## config.mk

```make
export PLATFORM = sky130hd
export DESIGN_NAME = pipe_hazard_ctrl_flat
export DESIGN_NICKNAME = d
export VERILOG_FILES = /design/src/rtl/pipe_hazard_ctrl_pkg.sv /design/src/rtl/pipe_hazard_ctrl_if.sv /design/src/rtl/pipe_hazard_ctrl_sb_counter.sv /design/src/rtl/pipe_hazard_ctrl.sv /design/src/flat_wrapper.sv
export SDC_FILE = /design/constraint.sdc
export NUM_CORES = 1
export LEC_CHECK = 0
export ABC_AREA = 1
export CORE_ASPECT_RATIO = 0.9
export CORE_MARGIN = 2
export CORE_UTILIZATION = 57
export DETAILED_ROUTE_END_ITERATION = 10
export HOLD_SLACK_MARGIN = 0.12
export PLACE_DENSITY = 0.81
export SYNTH_ARGS = -nofsm -noshare
export SYNTH_HDL_FRONTEND = slang
export SYNTH_SLANG_ARGS = --single-unit
```

## constraint.sdc

```tcl
create_clock -name clk -period 3.4 [get_ports clk]
set_input_delay 0.51 -clock clk [delete_from_list [all_inputs] [get_ports clk]]
set_output_delay 0.51 -clock clk [all_outputs]
set_load 0.1 [all_outputs]
```

## src/rtl/pipe_hazard_ctrl_pkg.sv

```systemverilog
// Shared types and constants for the pipeline hazard/issue controller.
// Imported by the interface, the per-register counter and the top level.
package pipe_ctrl_pkg;

    localparam int NREG_DEF = 16;
    localparam int AW_DEF   = 4;
    localparam int REG0     = 0;

    typedef enum logic [1:0] {
        RUN   = 2'd0,
        DRAIN = 2'd1,
        HALT  = 2'd2
    } ctrl_state_t;

endpackage

```

## src/rtl/pipe_hazard_ctrl_if.sv

```systemverilog
// Decode/writeback/control bundle between the pipeline (master) and the
// hazard controller (slave); the controller's FSM state is exported for debug.
interface pipe_hazard_ctrl_if
    import pipe_ctrl_pkg::*;
#(
    parameter int NREG = NREG_DEF,
    parameter int AW   = AW_DEF,
    parameter int SCW  = 16
);
    // Strobe semantics: dec_valid marks a real instruction in DEC, and it
    // advances only in a cycle where issue = 1; stall_fd/bubble_ex are the
    // hold/kill side of that same decision.  wb_wen is a one-cycle retire
    // strobe with no back-pressure.
    logic            dec_valid;
    logic [AW-1:0]   dec_rs1;
    logic [AW-1:0]   dec_rs2;
    logic            dec_uses_rs1;
    logic            dec_uses_rs2;
    logic            dec_needs_wb;
    logic [AW-1:0]   dec_rd;
    logic            wb_wen;
    logic [AW-1:0]   wb_addr;
    logic            drain_req;
    logic            stats_clr;

    logic            stall_fd;
    logic            bubble_ex;
    logic            issue;
    logic [NREG-1:0] busy_mask;
    logic            drained;
    logic [SCW-1:0]  stall_cnt;
    logic            err_underflow;
    ctrl_state_t     state;

    modport master (
        output dec_valid, dec_rs1, dec_rs2, dec_uses_rs1, dec_uses_rs2,
               dec_needs_wb, dec_rd, wb_wen, wb_addr, drain_req, stats_clr,
        input  stall_fd, bubble_ex, issue, busy_mask, drained, stall_cnt,
               err_underflow, state
    );

    modport slave (
        input  dec_valid, dec_rs1, dec_rs2, dec_uses_rs1, dec_uses_rs2,
               dec_needs_wb, dec_rd, wb_wen, wb_addr, drain_req, stats_clr,
        output stall_fd, bubble_ex, issue, busy_mask, drained, stall_cnt,
               err_underflow, state
    );

endinterface

```

## src/rtl/pipe_hazard_ctrl_sb_counter.sv

```systemverilog
// Pending-write counter for one architectural register: counts writes issued
// from DEC that have not yet reached the register file.
module sb_counter #(
    parameter int CW       = 3,
    parameter int MAX_PEND = 4
) (
    input  logic          clk,
    input  logic          rst_n,
    input  logic          inc,
    input  logic          dec,
    output logic [CW-1:0] count,
    output logic          nonzero,
    output logic          full,
    output logic          underflow
);

    logic [CW-1:0] count_n;

    assign nonzero   = (count != '0);
    assign full      = (count == CW'(MAX_PEND));
    // A simultaneous issue and retire cancel, so only a lone retire can underflow.
    assign underflow = dec && !inc && !nonzero;

    always_comb begin
        count_n = count;
        if (inc && !dec && !full) begin
            count_n = count + CW'(1);
        end else if (dec && !inc && nonzero) begin
            count_n = count - CW'(1);
        end
    end

    always_ff @(posedge clk or negedge rst_n) begin
        if (!rst_n) begin
            count <= '0;
        end else begin
            count <= count_n;
        end
    end

endmodule

```

## src/rtl/pipe_hazard_ctrl.sv

```systemverilog
// Scoreboard hazard/issue controller for a 5-stage pipeline without forwarding:
// RAW and overflow stalls, drain/halt handshake and a hazard-stall counter.
module pipe_hazard_ctrl
    import pipe_ctrl_pkg::*;
#(
    parameter int NREG     = NREG_DEF,
    parameter int AW       = AW_DEF,
    parameter int MAX_PEND = 4,
    parameter int CW       = 3,
    parameter int SCW      = 16
) (
    input  logic             clk,
    input  logic             rst_n,
    pipe_hazard_ctrl_if.slave bus
);

    localparam logic [AW-1:0] R0 = AW'(REG0);

    logic [NREG-1:0][CW-1:0] pend;
    logic [NREG-1:0]         nz_vec;
    logic [NREG-1:0]         full_vec;
    logic [NREG-1:0]         uf_vec;

    logic        src1_hz;
    logic        src2_hz;
    logic        dst_hz;
    logic        hazard;
    logic        all_idle;
    logic        stall_c;
    logic        bubble_c;
    logic        issue_c;
    logic        cnt_en;

    ctrl_state_t     state;
    ctrl_state_t     state_n;
    logic [SCW-1:0]  stall_cnt_q;
    logic            err_q;

    // r0 is hard-wired: never pending, never full, never underflows.
    assign pend[0]     = '0;
    assign nz_vec[0]   = 1'b0;
    assign full_vec[0] = 1'b0;
    assign uf_vec[0]   = 1'b0;

    for (genvar r = 1; r < NREG; r++) begin : g_sb
        logic inc_r;
        logic dec_r;

        assign inc_r = issue_c && bus.dec_needs_wb && (bus.dec_rd == AW'(r));
        assign dec_r = bus.wb_wen && (bus.wb_addr == AW'(r));

        sb_counter #(
            .CW       (CW),
            .MAX_PEND (MAX_PEND)
        ) u_cnt (
            .clk       (clk),
            .rst_n     (rst_n),
            .inc       (inc_r),
            .dec       (dec_r),
            .count     (pend[r]),
            .nonzero   (nz_vec[r]),
            .full      (full_vec[r]),
            .underflow (uf_vec[r])
        );
    end

    // No bypass: a source stays blocked through its retire edge.
    assign src1_hz = bus.dec_uses_rs1 && (bus.dec_rs1 != R0) && nz_vec[bus.dec_rs1];
    assign src2_hz = bus.dec_uses_rs2 && (bus.dec_rs2 != R0) && nz_vec[bus.dec_rs2];
    assign dst_hz  = bus.dec_needs_wb && (bus.dec_rd != R0) && full_vec[bus.dec_rd];
    assign hazard  = bus.dec_valid && (src1_hz || src2_hz || dst_hz);

    always_comb begin
        all_idle = 1'b1;
        for (int r = 0; r < NREG; r++) begin
            if (pend[r] != '0) begin
                all_idle = 1'b0;
            end
        end
    end

    always_ff @(posedge clk or negedge rst_n) begin
        if (!rst_n) begin
            state <= RUN;
        end else begin
            state <= state_n;
        end
    end

    always_comb begin
        state_n  = state;
        stall_c  = 1'b1;
        bubble_c = 1'b1;
        issue_c  = 1'b0;
        unique case (state)
            RUN: begin
                stall_c  = hazard;
                bubble_c = hazard;
                issue_c  = bus.dec_valid && !hazard;
                if (bus.drain_req) begin
                    state_n = DRAIN;
                end
            end
            DRAIN: begin
                if (!bus.drain_req) begin
                    state_n = RUN;
                end else if (all_idle) begin
                    state_n = HALT;
                end
            end
            HALT: begin
                if (!bus.drain_req) begin
                    state_n = RUN;
                end
            end
            default: state_n = RUN;
        endcase
        // Hold the front end and kill EXE for as long as reset is asserted.
        if (!rst_n) begin
            stall_c  = 1'b1;
            bubble_c = 1'b1;
            issue_c  = 1'b0;
        end
    end

    // A stall in the cycle drain is requested belongs to the drain, not to hazards.
    assign cnt_en = (state == RUN) && hazard && !bus.drain_req;

    always_ff @(posedge clk or negedge rst_n) begin
        if (!rst_n) begin
            stall_cnt_q <= '0;
        end else if (bus.stats_clr) begin
            stall_cnt_q <= '0;
        end else if (cnt_en && !(&stall_cnt_q)) begin
            stall_cnt_q <= stall_cnt_q + SCW'(1);
        end
    end

    always_ff @(posedge clk or negedge rst_n) begin
        if (!rst_n) begin
            err_q <= 1'b0;
        end else if (|uf_vec) begin
            err_q <= 1'b1;
        end
    end

    assign bus.stall_fd      = stall_c;
    assign bus.bubble_ex     = bubble_c;
    assign bus.issue         = issue_c;
    assign bus.busy_mask     = nz_vec;
    assign bus.drained       = (state == HALT);
    assign bus.stall_cnt     = stall_cnt_q;
    assign bus.err_underflow = err_q;
    assign bus.state         = state;

endmodule
```

## src/flat_wrapper.sv

```systemverilog
// flat-port wrapper written by rule: the top's interface ports become plain ports
module pipe_hazard_ctrl_flat import pipe_ctrl_pkg::*;
#(
    parameter int NREG     = NREG_DEF,
    parameter int AW       = AW_DEF,
    parameter int MAX_PEND = 4,
    parameter int CW       = 3,
    parameter int SCW      = 16
)
  (clk, rst_n, bus_dec_valid, bus_dec_rs1, bus_dec_rs2, bus_dec_uses_rs1, bus_dec_uses_rs2, bus_dec_needs_wb, bus_dec_rd, bus_wb_wen, bus_wb_addr, bus_drain_req, bus_stats_clr, bus_stall_fd, bus_bubble_ex, bus_issue, bus_busy_mask, bus_drained, bus_stall_cnt, bus_err_underflow, bus_state);
  pipe_hazard_ctrl_if #(.NREG(NREG), .AW(AW), .SCW(SCW)) bus_i ();
  input  logic clk;
  input  logic rst_n;
  input wire logic [$bits(bus_i.dec_valid)-1:0] bus_dec_valid;
  input wire logic [$bits(bus_i.dec_rs1)-1:0] bus_dec_rs1;
  input wire logic [$bits(bus_i.dec_rs2)-1:0] bus_dec_rs2;
  input wire logic [$bits(bus_i.dec_uses_rs1)-1:0] bus_dec_uses_rs1;
  input wire logic [$bits(bus_i.dec_uses_rs2)-1:0] bus_dec_uses_rs2;
  input wire logic [$bits(bus_i.dec_needs_wb)-1:0] bus_dec_needs_wb;
  input wire logic [$bits(bus_i.dec_rd)-1:0] bus_dec_rd;
  input wire logic [$bits(bus_i.wb_wen)-1:0] bus_wb_wen;
  input wire logic [$bits(bus_i.wb_addr)-1:0] bus_wb_addr;
  input wire logic [$bits(bus_i.drain_req)-1:0] bus_drain_req;
  input wire logic [$bits(bus_i.stats_clr)-1:0] bus_stats_clr;
  output wire logic [$bits(bus_i.stall_fd)-1:0] bus_stall_fd;
  output wire logic [$bits(bus_i.bubble_ex)-1:0] bus_bubble_ex;
  output wire logic [$bits(bus_i.issue)-1:0] bus_issue;
  output wire logic [$bits(bus_i.busy_mask)-1:0] bus_busy_mask;
  output wire logic [$bits(bus_i.drained)-1:0] bus_drained;
  output wire logic [$bits(bus_i.stall_cnt)-1:0] bus_stall_cnt;
  output wire logic [$bits(bus_i.err_underflow)-1:0] bus_err_underflow;
  output wire logic [$bits(bus_i.state)-1:0] bus_state;
  assign bus_i.dec_valid = bus_dec_valid;
  assign bus_i.dec_rs1 = bus_dec_rs1;
  assign bus_i.dec_rs2 = bus_dec_rs2;
  assign bus_i.dec_uses_rs1 = bus_dec_uses_rs1;
  assign bus_i.dec_uses_rs2 = bus_dec_uses_rs2;
  assign bus_i.dec_needs_wb = bus_dec_needs_wb;
  assign bus_i.dec_rd = bus_dec_rd;
  assign bus_i.wb_wen = bus_wb_wen;
  assign bus_i.wb_addr = bus_wb_addr;
  assign bus_i.drain_req = bus_drain_req;
  assign bus_i.stats_clr = bus_stats_clr;
  assign bus_stall_fd = bus_i.stall_fd;
  assign bus_bubble_ex = bus_i.bubble_ex;
  assign bus_issue = bus_i.issue;
  assign bus_busy_mask = bus_i.busy_mask;
  assign bus_drained = bus_i.drained;
  assign bus_stall_cnt = bus_i.stall_cnt;
  assign bus_err_underflow = bus_i.err_underflow;
  assign bus_state = bus_i.state;
  pipe_hazard_ctrl #(.NREG(NREG), .AW(AW), .MAX_PEND(MAX_PEND), .CW(CW), .SCW(SCW)) u_core (.clk(clk), .rst_n(rst_n), .bus(bus_i));
endmodule
```

==> reports/summary.txt <==
================================================================================
Mux share of post-synthesis cell area                                          0
CTS tree                                                                   built
Remaining design rule violation count                                          0
TritonCTS Buffers                                                              9
Path type of the worst min-delay path                                in -> async
Area share of fa/ha/maj cells after synthesis                             0.0581
P&R area growth vs syn                                                     18.1%
Crit Reg-Reg Startpoint                                             u_core.g_sb[1].u_cnt.count[0]
Critical path class                                                    in -> out
Most used cell along the critical path                              sky130_fd_sc_hd__nor2_1
DRC marker count from the first detailed-route iteration                     361
Simple-gate portion of the synthesized area                                0.406
Crit Path Max Fanout                                                           4
Largest net degree at the start of global routing                             66
Peak clock frequency supported by timing                               0.317 GHz
Worst Path Required                                                      2.89 ns
Horizontal die dimension                                             106 microns
Warning count from the yosys run                                               0
Rel. slew slack                                                            0.341
Gpl congestion                                                              1.00
Number of antenna repair diodes                                                0
Clock insertion delay at the later pin of the skew report                0.35 ns
Final period util                                                          0.928
Largest vdd supply drop                                                0.00115 V
Core outline area                                                     9170 sq um
Result of the run                                                   complete, no violations
Ratio of total power to cell area                                    815 nW/um^2
Area share of the largest cell type after synthesis                        0.298
Main combinational cell family by area after synthesis              simple AND/OR/NAND/NOR gates
Standard-cell row count                                                       33
Library cell with the highest instance count after synthesis        sky130_fd_sc_hd__nand2_1
Final Hold Violating Endpoints                                                 0
Worst setup SP type                                                   input port
Number of different library cells in the post-synthesis netlist               42
Largest buffer count on any clock path                                         2
Global route overflow                                                          0
Finish-stage setup viols                                                       0
Endpoint of the most critical register-to-register path             u_core.g_sb[13].u_cnt.count[2]
Cell taking the most area after synthesis                           sky130_fd_sc_hd__dfrtp_1
Maximum level of the CTS H-tree                                                3
Proportion of synthesized chip area in sequential cells                    0.298
Mapped Avg Cell Area                                                  7.15 sq um
Overall die area                                                     10200 sq um
Final Net Count                                                              859
Total via count after detailed routing                                      5272
R2R cell count                                                                18
Number of port buffers                                                        62
Sinks on Clock Net                                                            64
# IOs                                                                         64
Post-synth top flop                                                 sky130_fd_sc_hd__dfrtp_1
Worst Setup End Kind                                                  output pin
Cell class contributing the biggest share of worst-path delay       buffers and inverters
Post-detailed-routing wire length                                   14700 microns
Vias in the first global route                                              4952
Worst clock skew on the final layout                                   0.0159 ns
Total power draw                                                         5.18 mW
Clock root cell                                                     sky130_fd_sc_hd__clkbuf_8
Vias/cell                                                                   5.58
Fill cells                                                                   792
MaxCap Viol Count                                                              0
Average wire per standard cell                                      15.6 microns
Series of cell instances along the critical path                    clkdlybuf4s50_1 -> nor2_1 -> inv_1 -> nor2_1 -> nor2_1 -> nand2_1 -> nand3_1 -> nand3_2 -> nand2_2 -> buf_4 -> o21ai_1 -> nand3_1 -> buf_12
Fraction of layout instances using a drive strength above 1                0.148
Data arrival time of the critical path                                   2.64 ns
Number of setup buffers added after CTS                                        0
Aggregate negative setup slack                                              0 ns
Worst stage delay on the critical path                                   0.45 ns
Top post-synthesis cells by area                                    sky130_fd_sc_hd__dfrtp_1 30%, sky130_fd_sc_hd__nand2_1 13%, sky130_fd_sc_hd__nand3_1 9.0%
Reported leakage power                                                   3.34 nW
Final cell area excluding filler cells                                6360 sq um
Worst reg2reg setup slack                                                0.28 ns
Number of synthesized flops with an enable pin                                 0
Post-layout minimum cycle time                                           3.15 ns
Cell Count, Final, Fillers Out                                               945
Initial Util                                                               0.587
Net Count, Synth                                                             794
Hold-fix buffers, CTS                                                          0
Height of the die                                                   96.2 microns
First element of the critical path                                  bus_dec_rs1[1]
Share of the synthesized netlist area taken by xor and xnor gates         0.0742
Transition time at the pin with the least slew margin                   0.985 ns
Register bit total from synthesis                                             64
Cell area after technology mapping                                    5380 sq um
Final number of max-transition violations                                      0
Global-route wire length before repair                              24100 microns
Synth Instances                                                              753
Placed cell count                                                            929
Number of detailed-routing iterations run before antenna repair                5
Placed Area                                                           6090 sq um
Initial antenna violation count                                                0
Number of nets with antenna violations after routing                           0
Area fraction in compound gates after synthesis                           0.0416
Placed wire-length estimate after detailed placement                11400 microns
Slowest stage cell on the critical path                             sky130_fd_sc_hd__clkdlybuf4s50_1
Unrepaired setup endpoints after global routing                            false
Async set or reset register ratio after synthesis                           1.00
Most numerous cell types in the synthesized netlist                 181 x sky130_fd_sc_hd__nand2_1, 104 x sky130_fd_sc_hd__inv_1, 97 x sky130_fd_sc_hd__nand3_1
Global routing usage summed across all routing layers                      0.300
CTS clk-pin slew, worst paths                                            0.09 ns
Critical path buffers and inverters                                            4
================================================================================
layer usage:
layer,wire [microns],share of wire,track usage,vias up
li1,-,-,-,2508
met1,6200,0.42,0.386,2525
met2,7150,0.49,0.517,198
met3,1030,0.070,0.0589,41
met4,351,0.024,0.0952,0
met5,0,0,0,-
worst max path at each step:
stage	endpoint	cells past startpoint	slack [ns]
3_5_place_dp	u_core.g_sb[14].u_cnt.count[2]	20	-0.1
3_3_place_gp	u_core.g_sb[13].u_cnt.count[2]	20	-0.01
5_1_grt	u_core.g_sb[14].u_cnt.count[2]	19	0.0002
2_1_floorplan	bus_stall_fd	12	0.16
4_1_cts	u_core.g_sb[13].u_cnt.count[2]	18	0.18
6_report	bus_stall_fd	13	0.25
power breakdown:
| group | switching [mW] | leakage (nW) | total (mW) | internal, mW |
|---|---|---|---|---|
| Sequential | 0.317 | 0.824 | 1.34 | 1.02 |
| Clock | 0.333 | 0.123 | 0.845 | 0.511 |
| Combinational | 2.25 | 2.39 | 3.00 | 0.748 |
| Total | 2.90 | 3.34 | 5.18 | 2.28 |
flip-flops by register name, summed over array words and instances (netlist names):
name,flops
u_core.g_sb.u_cnt.count,45
u_core.bus.err_underflow,1
u_core.bus.state,2
u_core.bus.stall_cnt,16
logic make-up after synthesis:
logic type / after synthesis
fa+ha+maj: 16
xor+xnor: 43
flops: 64
compound gates: 34
simple gates: 449
other cells: 1
buf+inv: 146
placed cells by master (no fill, tap or decap), types with 4 or more instances in the layout:
| cell | Yosys | final |
|---|---|---|
| sky130_fd_sc_hd__nand2_1 | 181 | 180 |
| sky130_fd_sc_hd__inv_1 | 104 | 104 |
| sky130_fd_sc_hd__nor2_2 | 5 | 6 |
| sky130_fd_sc_hd__nor4_1 | 6 | 6 |
| sky130_fd_sc_hd__buf_4 | 18 | 36 |
| sky130_fd_sc_hd__a21oi_1 | 4 | 4 |
| sky130_fd_sc_hd__xnor2_1 | 6 | 6 |
| sky130_fd_sc_hd__nand4_4 | 7 | 7 |
| sky130_fd_sc_hd__nor2_1 | 86 | 85 |
| sky130_fd_sc_hd__nand3_1 | 97 | 95 |
| sky130_fd_sc_hd__xor2_1 | 34 | 34 |
| sky130_fd_sc_hd__inv_2 | 13 | 13 |
| sky130_fd_sc_hd__clkdlybuf4s50_1 | 0 | 42 |
| sky130_fd_sc_hd__o21ai_0 | 13 | 13 |
| sky130_fd_sc_hd__fa_1 | 15 | 15 |
| sky130_fd_sc_hd__dfrtp_1 | 64 | 64 |
| sky130_fd_sc_hd__nand3_2 | 7 | 9 |
| sky130_fd_sc_hd__a31oi_1 | 8 | 8 |
| sky130_fd_sc_hd__o21ai_1 | 4 | 4 |
| sky130_fd_sc_hd__nand4_1 | 26 | 26 |
| sky130_fd_sc_hd__clkbuf_8 | 0 | 10 |
| sky130_fd_sc_hd__nand2_2 | 19 | 20 |
metrics by stage:
step | util | setup WS [ns] | hold WS (ns)
after detailed placement | 0.664 | -0.0998 | 0.486
after global placement | 0.664 | -0.0150 | 0.478
after CTS | 0.692 | 0.179 | 0.445
after global routing | 0.693 | 0.000234 | 0.448
final | 0.693 | 0.246 | 0.391
after floorplan | - | 0.156 | 0.214
cell type report:
cell class,count,area [sq um],share of cell area
Sequential cell,64,1600,0.252
Clock inverter,6,115,0.0181
Inverter,118,443,0.0697
Multi-Input combinational cell,543,3150,0.496
Clock buffer,10,138,0.0217
Tap cell,122,153,0.0240
Timing Repair Buffer,82,756,0.119
worst register-to-register path: stages (launching register included):
cell and delay, ns:
sky130_fd_sc_hd__dfrtp_1 0.42, sky130_fd_sc_hd__nor2_1 0.19, sky130_fd_sc_hd__nand2_1 0.22, sky130_fd_sc_hd__inv_1 0.20, sky130_fd_sc_hd__o21ai_1 0.09, sky130_fd_sc_hd__nand2_1 0.06
sky130_fd_sc_hd__nand2_1 0.05, sky130_fd_sc_hd__nand3_2 0.08, sky130_fd_sc_hd__nand2_2 0.07, sky130_fd_sc_hd__nor2_4 0.24, sky130_fd_sc_hd__buf_4 0.28, sky130_fd_sc_hd__nand4_4 0.14
sky130_fd_sc_hd__inv_2 0.10, sky130_fd_sc_hd__nand2_2 0.07, sky130_fd_sc_hd__fa_1 0.39, sky130_fd_sc_hd__inv_1 0.08, sky130_fd_sc_hd__nand4_1 0.11, sky130_fd_sc_hd__nand2_1 0.11
sky130_fd_sc_hd__xor2_1 0.15
what timing repair did:
item / CTS / global route
resized for setup: 0 / 4
hold endpoints to repair: 0 / 0
setup endpoints to repair: 0 / 10
Note: power is estimated with default switching activity, not from simulation.
